==> src/rtl/hdlc_rx_deframer.sv <==
// HDLC receive deframer: flag hunt, zero destuffing, LSB-first octet assembly, CRC-16/X.25 check.
// Build option HDLC_RX_FCS_STRIP_EN: hold two octets back so the FCS is never presented on dout.
module hdlc_rx_deframer #(
    parameter int          MAX_BYTES = 16,
    parameter logic [15:0] CRC_INIT  = 16'hFFFF
) (
    input  logic        clk,
    input  logic        rst_n,
    input  logic        bit_valid,
    input  logic        bit_in,
    output logic [7:0]  dout,
    output logic        dout_valid,
    output logic        sof,
    output logic        eof,
    output logic        frame_ok,
    output logic        crc_err,
    output logic        abort,
    output logic [7:0]  byte_count,
    output logic [31:0] frame_counter,
    output logic [31:0] err_counter
);
    typedef enum logic {HUNT, DATA} state_t;
    localparam logic [7:0] MAXB = 8'(MAX_BYTES);

    state_t      r_state;
    logic [7:0]  r_win;
    logic [3:0]  r_fill;
    logic [2:0]  r_rones;
    logic [2:0]  r_dones;
    logic [7:0]  r_oct;
    logic [2:0]  r_bitcnt;
    logic [7:0]  r_bytes;
    logic [15:0] r_crc;
`ifdef HDLC_RX_FCS_STRIP_EN
    logic [7:0]  r_h0, r_h1;
    logic [1:0]  r_hsof;
    logic [1:0]  r_hcnt;
`endif

    logic [7:0]  w_win, w_oct, w_bytes_n;
    logic [3:0]  w_fill;
    logic [2:0]  w_rones, w_dones_n, w_bits_n;
    logic [15:0] w_crc_n;
    logic        w_exit_vld, w_exit, w_flag, w_abort, w_take, w_drop;
    logic        w_done, w_ovf, w_nonempty, w_good;

    always_comb begin
        w_win      = {bit_in, r_win[7:1]};
        w_exit_vld = (r_fill == 4'd8);
        w_exit     = r_win[0];
        w_fill     = w_exit_vld ? 4'd8 : r_fill + 4'd1;
        w_flag     = (w_win == 8'h7E) && (w_fill == 4'd8);
        w_abort    = bit_in && (r_rones == 3'd6);
        w_rones    = !bit_in ? 3'd0 : (r_rones == 3'd7) ? 3'd7 : r_rones + 3'd1;
        // A zero following five ones on the exit side is a stuffed bit.
        w_drop     = (r_state == DATA) && w_exit_vld && !w_exit && (r_dones == 3'd5);
        w_take     = (r_state == DATA) && w_exit_vld && !w_drop;
        w_oct      = {w_exit, r_oct[7:1]};
        w_done     = w_take && (r_bitcnt == 3'd7);
        w_bits_n   = w_take ? r_bitcnt + 3'd1 : r_bitcnt;
        w_bytes_n  = w_done ? r_bytes + 8'd1 : r_bytes;
        w_ovf      = w_done && (r_bytes == MAXB);
        w_dones_n  = r_dones;
        if (w_drop)
            w_dones_n = 3'd0;
        else if (w_take)
            w_dones_n = !w_exit ? 3'd0 : (r_dones == 3'd7) ? 3'd7 : r_dones + 3'd1;
        w_crc_n = r_crc;
        if (w_take)
            w_crc_n = {1'b0, r_crc[15:1]} ^ ((r_crc[0] ^ w_exit) ? 16'h8408 : 16'h0000);
        w_nonempty = (w_bytes_n != 8'd0) || (w_bits_n != 3'd0);
        w_good     = (w_bits_n == 3'd0) && (w_bytes_n >= 8'd3) && (w_crc_n == 16'hF0B8);
    end

    always_ff @(posedge clk) begin
        if (!rst_n) begin
            r_state       <= HUNT;
            r_win         <= '0;
            r_fill        <= '0;
            r_rones       <= '0;
            r_dones       <= '0;
            r_oct         <= '0;
            r_bitcnt      <= '0;
            r_bytes       <= '0;
            r_crc         <= CRC_INIT;
            dout          <= '0;
            dout_valid    <= 1'b0;
            sof           <= 1'b0;
            eof           <= 1'b0;
            frame_ok      <= 1'b0;
            crc_err       <= 1'b0;
            abort         <= 1'b0;
            byte_count    <= '0;
            frame_counter <= '0;
            err_counter   <= '0;
`ifdef HDLC_RX_FCS_STRIP_EN
            r_h0          <= '0;
            r_h1          <= '0;
            r_hsof        <= '0;
            r_hcnt        <= '0;
`endif
        end else begin
            dout_valid <= 1'b0;
            sof        <= 1'b0;
            eof        <= 1'b0;
            frame_ok   <= 1'b0;
            crc_err    <= 1'b0;
            abort      <= 1'b0;
            if (bit_valid) begin
                r_win   <= w_win;
                r_fill  <= w_flag ? 4'd0 : w_fill;
                r_rones <= w_rones;
                if (w_abort) begin
                    r_win   <= '0;
                    r_fill  <= '0;
                    r_state <= HUNT;
                    if (r_state == DATA) begin
                        abort <= 1'b1;
                        if (r_bytes != 8'd0 || r_bitcnt != 3'd0)
                            err_counter <= err_counter + 32'd1;
                    end
                end else if (r_state == HUNT) begin
                    if (w_flag) begin
                        r_state  <= DATA;
                        r_crc    <= CRC_INIT;
                        r_bytes  <= '0;
                        r_bitcnt <= '0;
                        r_dones  <= '0;
`ifdef HDLC_RX_FCS_STRIP_EN
                        r_hcnt   <= '0;
`endif
                    end
                end else begin
                    r_bitcnt <= w_bits_n;
                    r_bytes  <= w_bytes_n;
                    r_dones  <= w_dones_n;
                    r_crc    <= w_crc_n;
                    if (w_take)
                        r_oct <= w_oct;
                    if (w_ovf) begin
                        abort       <= 1'b1;
                        err_counter <= err_counter + 32'd1;
                        r_state     <= HUNT;
                    end else if (w_done) begin
                        byte_count <= w_bytes_n;
`ifdef HDLC_RX_FCS_STRIP_EN
                        case (r_hcnt)
                            2'd0: begin
                                r_h0      <= w_oct;
                                r_hsof[0] <= (r_bytes == 8'd0);
                                r_hcnt    <= 2'd1;
                            end
                            2'd1: begin
                                r_h1      <= w_oct;
                                r_hsof[1] <= (r_bytes == 8'd0);
                                r_hcnt    <= 2'd2;
                            end
                            default: begin
                                dout       <= r_h0;
                                dout_valid <= 1'b1;
                                sof        <= r_hsof[0];
                                r_h0       <= r_h1;
                                r_hsof[0]  <= r_hsof[1];
                                r_h1       <= w_oct;
                                r_hsof[1]  <= (r_bytes == 8'd0);
                            end
                        endcase
`else
                        dout       <= w_oct;
                        dout_valid <= 1'b1;
                        sof        <= (r_bytes == 8'd0);
`endif
                    end
                    // A flag landing with an overflow still opens the next frame.
                    if (w_flag) begin
                        r_state <= DATA;
                        if (!w_ovf && w_nonempty) begin
                            eof <= 1'b1;
                            if (w_good) begin
                                frame_ok      <= 1'b1;
                                frame_counter <= frame_counter + 32'd1;
                            end else begin
                                crc_err     <= 1'b1;
                                err_counter <= err_counter + 32'd1;
                            end
                        end
                        r_crc    <= CRC_INIT;
                        r_bytes  <= '0;
                        r_bitcnt <= '0;
                        r_dones  <= '0;
`ifdef HDLC_RX_FCS_STRIP_EN
                        r_hcnt   <= '0;
`endif
                    end
                end
            end
        end
    end
endmodule

==> config.mk <==
export PLATFORM = sky130hd
export DESIGN_NAME = hdlc_rx_deframer
export DESIGN_NICKNAME = d
export VERILOG_FILES = /design/src/rtl/hdlc_rx_deframer.sv
export SDC_FILE = /design/constraint.sdc
export NUM_CORES = 1
export LEC_CHECK = 0
export CORE_ASPECT_RATIO = 0.7
export CORE_MARGIN = 5
export CORE_UTILIZATION = 55
export CTS_CLUSTER_SIZE = 25
export DETAILED_ROUTE_END_ITERATION = 12
export PLACE_DENSITY = 0.8
export RECOVER_POWER = 100
export SKIP_LAST_GASP = 1
export SLEW_MARGIN = 10
export SYNTH_ARGS = -nofsm -noshare
export SYNTH_HDL_FRONTEND = slang
export SYNTH_SLANG_ARGS = --single-unit
==> constraint.sdc <==
create_clock -name clk -period 4.3 [get_ports clk]
set_clock_uncertainty 0.1 [all_clocks]
set_input_delay 0.86 -clock clk [delete_from_list [all_inputs] [get_ports clk]]
set_output_delay 0.86 -clock clk [all_outputs]
set_load 0.05 [all_outputs]
Word level (Yosys, flattened, before mapping):

Index checks and enable logic that the tools add are counted.

* add/sub/neg operators: 7
* order comparisons: 1
* equal/unequal tests: 11
* mux-type cells: 46
* bitwise operators: 10
* reduce and logical (&&, ||, !) cells: 35

Operator list (count)
* $mux W32: 8
* $mux W16: 5
* $add A32 B1 Y32 const B: 2
* $mux W8: 5
* $mux W3: 12
* $eq A16 B16 Y1 const B: 1
* $reduce_bool A8 Y1: 2
* $xor A15 B16 Y16: 1
* $eq A3 B3 Y1 const B: 5
* $mux W1: 13
* $mux W4: 3
* $reduce_or A6 Y1: 2
* $logic_and A1 B1 Y1: 11
* $reduce_or A5 Y1: 2
* $add A3 B1 Y3 const B: 3
* $reduce_bool A3 Y1: 3
* $add A8 B1 Y8 const B: 1
* $eq A4 B4 Y1 const B: 2
* $eq A8 B5 Y1 const B: 1
* $eq A8 B7 Y1 const B: 1
* $ge A8 B2 Y1 const B: 1
* $logic_not A8 Y1: 1
* $not A1 Y1: 8
* $reduce_and A4 Y1: 2
* 11 further kinds: 15

* register bits after elaboration: 140
* output and inout port bits: 86
* logic and storage cells: 129

Logic depth before layout (Yosys ltp):

* word-level depth: 16
* gate-level depth with buffers: 13
* mapped depth without buffers: 9

Least setup slack after synthesis:

No wires, ideal clock.

* kind: input port to flip-flop
* from: in bit_in
* to: reg err_counter[17]
* library setup time: 0.072 ns
* data arrival time: 3.162 ns
* path slack: 0.966 ns
* stages: 7
* path buffers: 1
* cell sequence: or4_1 or3_1 buf_2 or3_4 a211o_4 a2111oi_2 mux2i_1

* word-level cells in the longest chain between the ends: 5
* elaborated cells on any way between the ends: 8
* those cells by class: 2 x eq/ne; 3 x mux; 3 x reduce/logical

Ends and longest elaborated chain
* start, declared: RTL line 10 `input logic bit_in,`
* $eq A8 B7 Y1: RTL line 52 `w_flag = (w_win == 8'h7E) && (w_fill == 4'd8);`
* $logic_and A1 B1 Y1: RTL line 52
* $mux W32: RTL line 175 `if (w_flag) begin`
* $mux W32: RTL line 122 `end else if (r_state == HUNT) begin`
* $mux W32: RTL line 113 `if (w_abort) begin`
* end signal, assigned: RTL line 120 `err_counter <= err_counter + 32'd1;`
* end signal, assigned: RTL line 142 `err_counter <= err_counter + 32'd1;`
* end signal, assigned: RTL line 184 `err_counter <= err_counter + 32'd1;`
* end, declared: RTL line 20 `output logic [31:0] err_counter`

Parallel ways exist; a longest one is shown, timed or not. The select of a mux whose other input is x is not followed.
A chain may end at the register's enable or synchronous reset.

Worst setup path after layout:

* from: in bit_in
* to: reg err_counter[19]

Same word-level chain as after synthesis.

==> results.tsv <==
stage	metric	value	unit
final_layout	ANT cells	0	
die	core footprint	11900	um^2
logic_synthesis	Synth Warn #	0	
clocking	post-CTS setup repair buffer count	0	
sta	Tmin final	3.97	ns
placement	pre-CTS setup slack	0.163	ns
placement	half-perimeter wire length after placement	12300	um
logic_synthesis	Post-Syn Nets	865	
drt	Vias	6557	
clocking	# H-tree levels	4	
final_layout	share of post-route cells with drive strength above 1	0.0483	
sta	Slew HR	0.173	
die	die area	14700	um^2
sta	worst slew pin tran	1.22	ns
final_layout	Area Overhead vs Synth	23.0	%
global_route	antenna violations before repair	0	
placement	buffers added on ports	89	
pwr	Pleak	0.00319	uW
sta	Setup Total Neg Slack	0	ns
final_layout	final net count	936	
logic_synthesis	ys async rst share	0	
clocking	CTS tree	done	
clocking	maximum clock path buffer count	2	
sta	final setup fails	0	
worst_setup_path	Startpoint Class	input pin	
logic_synthesis	Area contributors post-synth	dfxtp_1 (41%), nand2_1 (8.0%), a21oi_1 (7.0%)	
clocking	clock latency on the worst-skew pair	0.42	ns
logic_synthesis	Netlist cell types	60	
drt	Total Wirelength	18000	um
drt	Final ANT Viol Nets	0	
logic_synthesis	#FFs+latches synth	139	
worst_setup_path	CP arrival	4.21	ns
worst_hold_path	hold crit path type	register to register	
pwr	Power Dens Cells	347	nW/um^2
logic_synthesis	EDFF count, synth	0	
pwr	VDD IR max	319	uV
clocking	Hold Buf Count CTS	0	
clocking	total CTS buffers	17	
sta	fin. max-slew vios	0	
logic_synthesis	post-synthesis sequential area ratio	0.410	
drt	DRC viols	0	
die	starting density of the core	0.570	
logic_synthesis	synthesized area per cell	8.00	um^2
worst_setup_path	Setup crit end kind	register	
logic_synthesis	Yosys top cell by area	dfxtp_1	
logic_synthesis	post-synth top area share	0.410	
sta	RSZ-0062 raised after global routing	no	
drt	drt via density	6.02	
die	# rows	33	
logic_synthesis	synthesized cell area	6780	um^2
global_route	first-pass GRT wire length	29600	um
global_route	gr ovfl total	0	
drt	Wirelength per Cell	16.6	um
die	height of the die	103	um
sta	crit share post-route	0.924	
global_route	overall global routing resource usage	0.246	
global_route	pin count of the biggest net entering global routing	67	
clocking	post-cts gate resize count	0	
die	I/O pin cnt	90	
clocking	CTS root buf	clkbuf_16	
logic_synthesis	Post-Syn Instances	848	
sta	fmax	252	MHz
clocking	Clock transition at path regs	0.06	ns
worst_setup_path	CP required	4.54	ns
die	die width	143	um
drt	Pre-antenna DRT Iters	5	
outcome	status	complete, no violations	
placement	GPL Wtd Cong	0.929	
drt	initial drt markers	618	
sta	final worst slack	0.327	ns
logic_synthesis	top_reg_cell synth	dfxtp_1	
run	Max-Cap Viols	0	
clocking	Sink Count	139	
worst_setup_path	Critical Path Fanout Max	9	
worst_setup_path	Crit Path Category	input pin to register	
sta	Fin. Hold Viols	0	
global_route	number of global-route vias before repair	6014	
==> cell usage in the layout, fill, tap and decap left out, types with 3 or more instances in the layout <==
cell,instances
a211oi_1,9
a21boi_0,5
a21oi_1,95
a22oi_1,6
a31oi_1,3
and3_1,21
and4_1,6
buf_4,7
bufinv_16,4
clkbuf_1,6
clkbuf_16,17
clkinv_4,3
clkinvlp_4,4
dfxtp_1,139
dlygate4sd3_1,88
ha_1,13
inv_1,18
mux2i_1,33
nand2_1,144
nand2b_1,28
nand3_1,52
nand3b_1,3
nand4_1,19
nor2_1,54
nor3_1,17
nor4_1,8
o211ai_1,3
o21a_1,4
o21ai_0,30
o22ai_1,4
o31ai_1,7
or3_1,23
or4_1,7
xnor2_1,7
xor2_1,8
==> sequential cells by signal (all words and copies together), names as in the netlist, 3 cells and up <==
register and flops:
r_oct 7, frame_counter 32, r_fill 4, r_dones 3, dout 8, r_rones 3
r_win 8, err_counter 32, r_bytes 8, byte_count 8, r_crc 16, r_bitcnt 3
==> power by group <==
group | total (uW) | switching [uW] | internal (uW)
combinational | 55.8 | 41.8 | 14.0
clock | 1550 | 574 | 972
sequential | 1290 | 3.46 | 1290
==> cells by family after synthesis <==
group           synth area share
xor+xnor                  0.0194
fa+ha+maj                 0.0240
buf+inv                   0.0402
flops                      0.410
simple gates               0.301
mux                       0.0487
compound gates             0.157
==> worst paths after layout <==
| path | slack, ns | endpoint | depth (start not counted) | from |
|---|---|---|---|---|
| max | 0.33 | err_counter[19] | 7 | bit_in |
| min reg2reg | 0.35 | dout[3] | 2 | dout[3] |
| max reg2reg | 0.66 | err_counter[19] | 8 | r_fill[0] |
| min | 0.35 | dout[3] | 2 | dout[3] |
==> metrics by stage <==
step | util | power [uW] | cell area, um^2 | instances | hold WS (ns)
finish | 0.701 | 2900 | 8340 | 1089 | 0.354
floorplan | - | 1360 | 6780 | 848 | 0.332
global placement | 0.653 | 1380 | 7760 | 1057 | 0.343
detailed placement | 0.653 | 1380 | 7760 | 1057 | 0.346
CTS | 0.705 | 2910 | 8390 | 1089 | 0.355
global route | 0.701 | 2980 | 8340 | 1089 | 0.383
==> layout make-up <==
cell class	instances	area [um^2]
multi-input combinational	640	3700
fill	915	3550
sequential	139	2780
timing repair buffer	101	957
clock buffer	18	429
tap	157	196
clock inverter	14	195
inverter	20	75.1
==> worst max-delay path: stages <==
cell and delay [ns]:
dlygate4sd3_1 0.63, or4_1 0.57, or3_1 0.55, or3_1 0.47, a211o_2 0.34, a2111oi_1 0.55
mux2i_1 0.24
==> synthesized netlist by cell type, types with 13 or more instances <==
cell	number
clkbuf_1	42
ha_1	13
and3_1	21
nand2_1	144
o21ai_0	30
mux2i_1	33
dfxtp_1	139
nor2_1	54
nor3_1	17
nand2b_1	28
inv_1	18
nand4_1	19
a21oi_1	95
nand3_1	52
or3_1	22
==> routing by layer <==
metal,share of wire,track usage,vias to the layer above,routed length [um]
met2,0.46,0.395,288,8330
met5,0,0,-,0
met3,0.078,0.0505,37,1410
met4,0.018,0.0760,0,325
met1,0.44,0.336,3073,7970
li1,-,-,3159,-
Power figures use the tool's default switching activity.
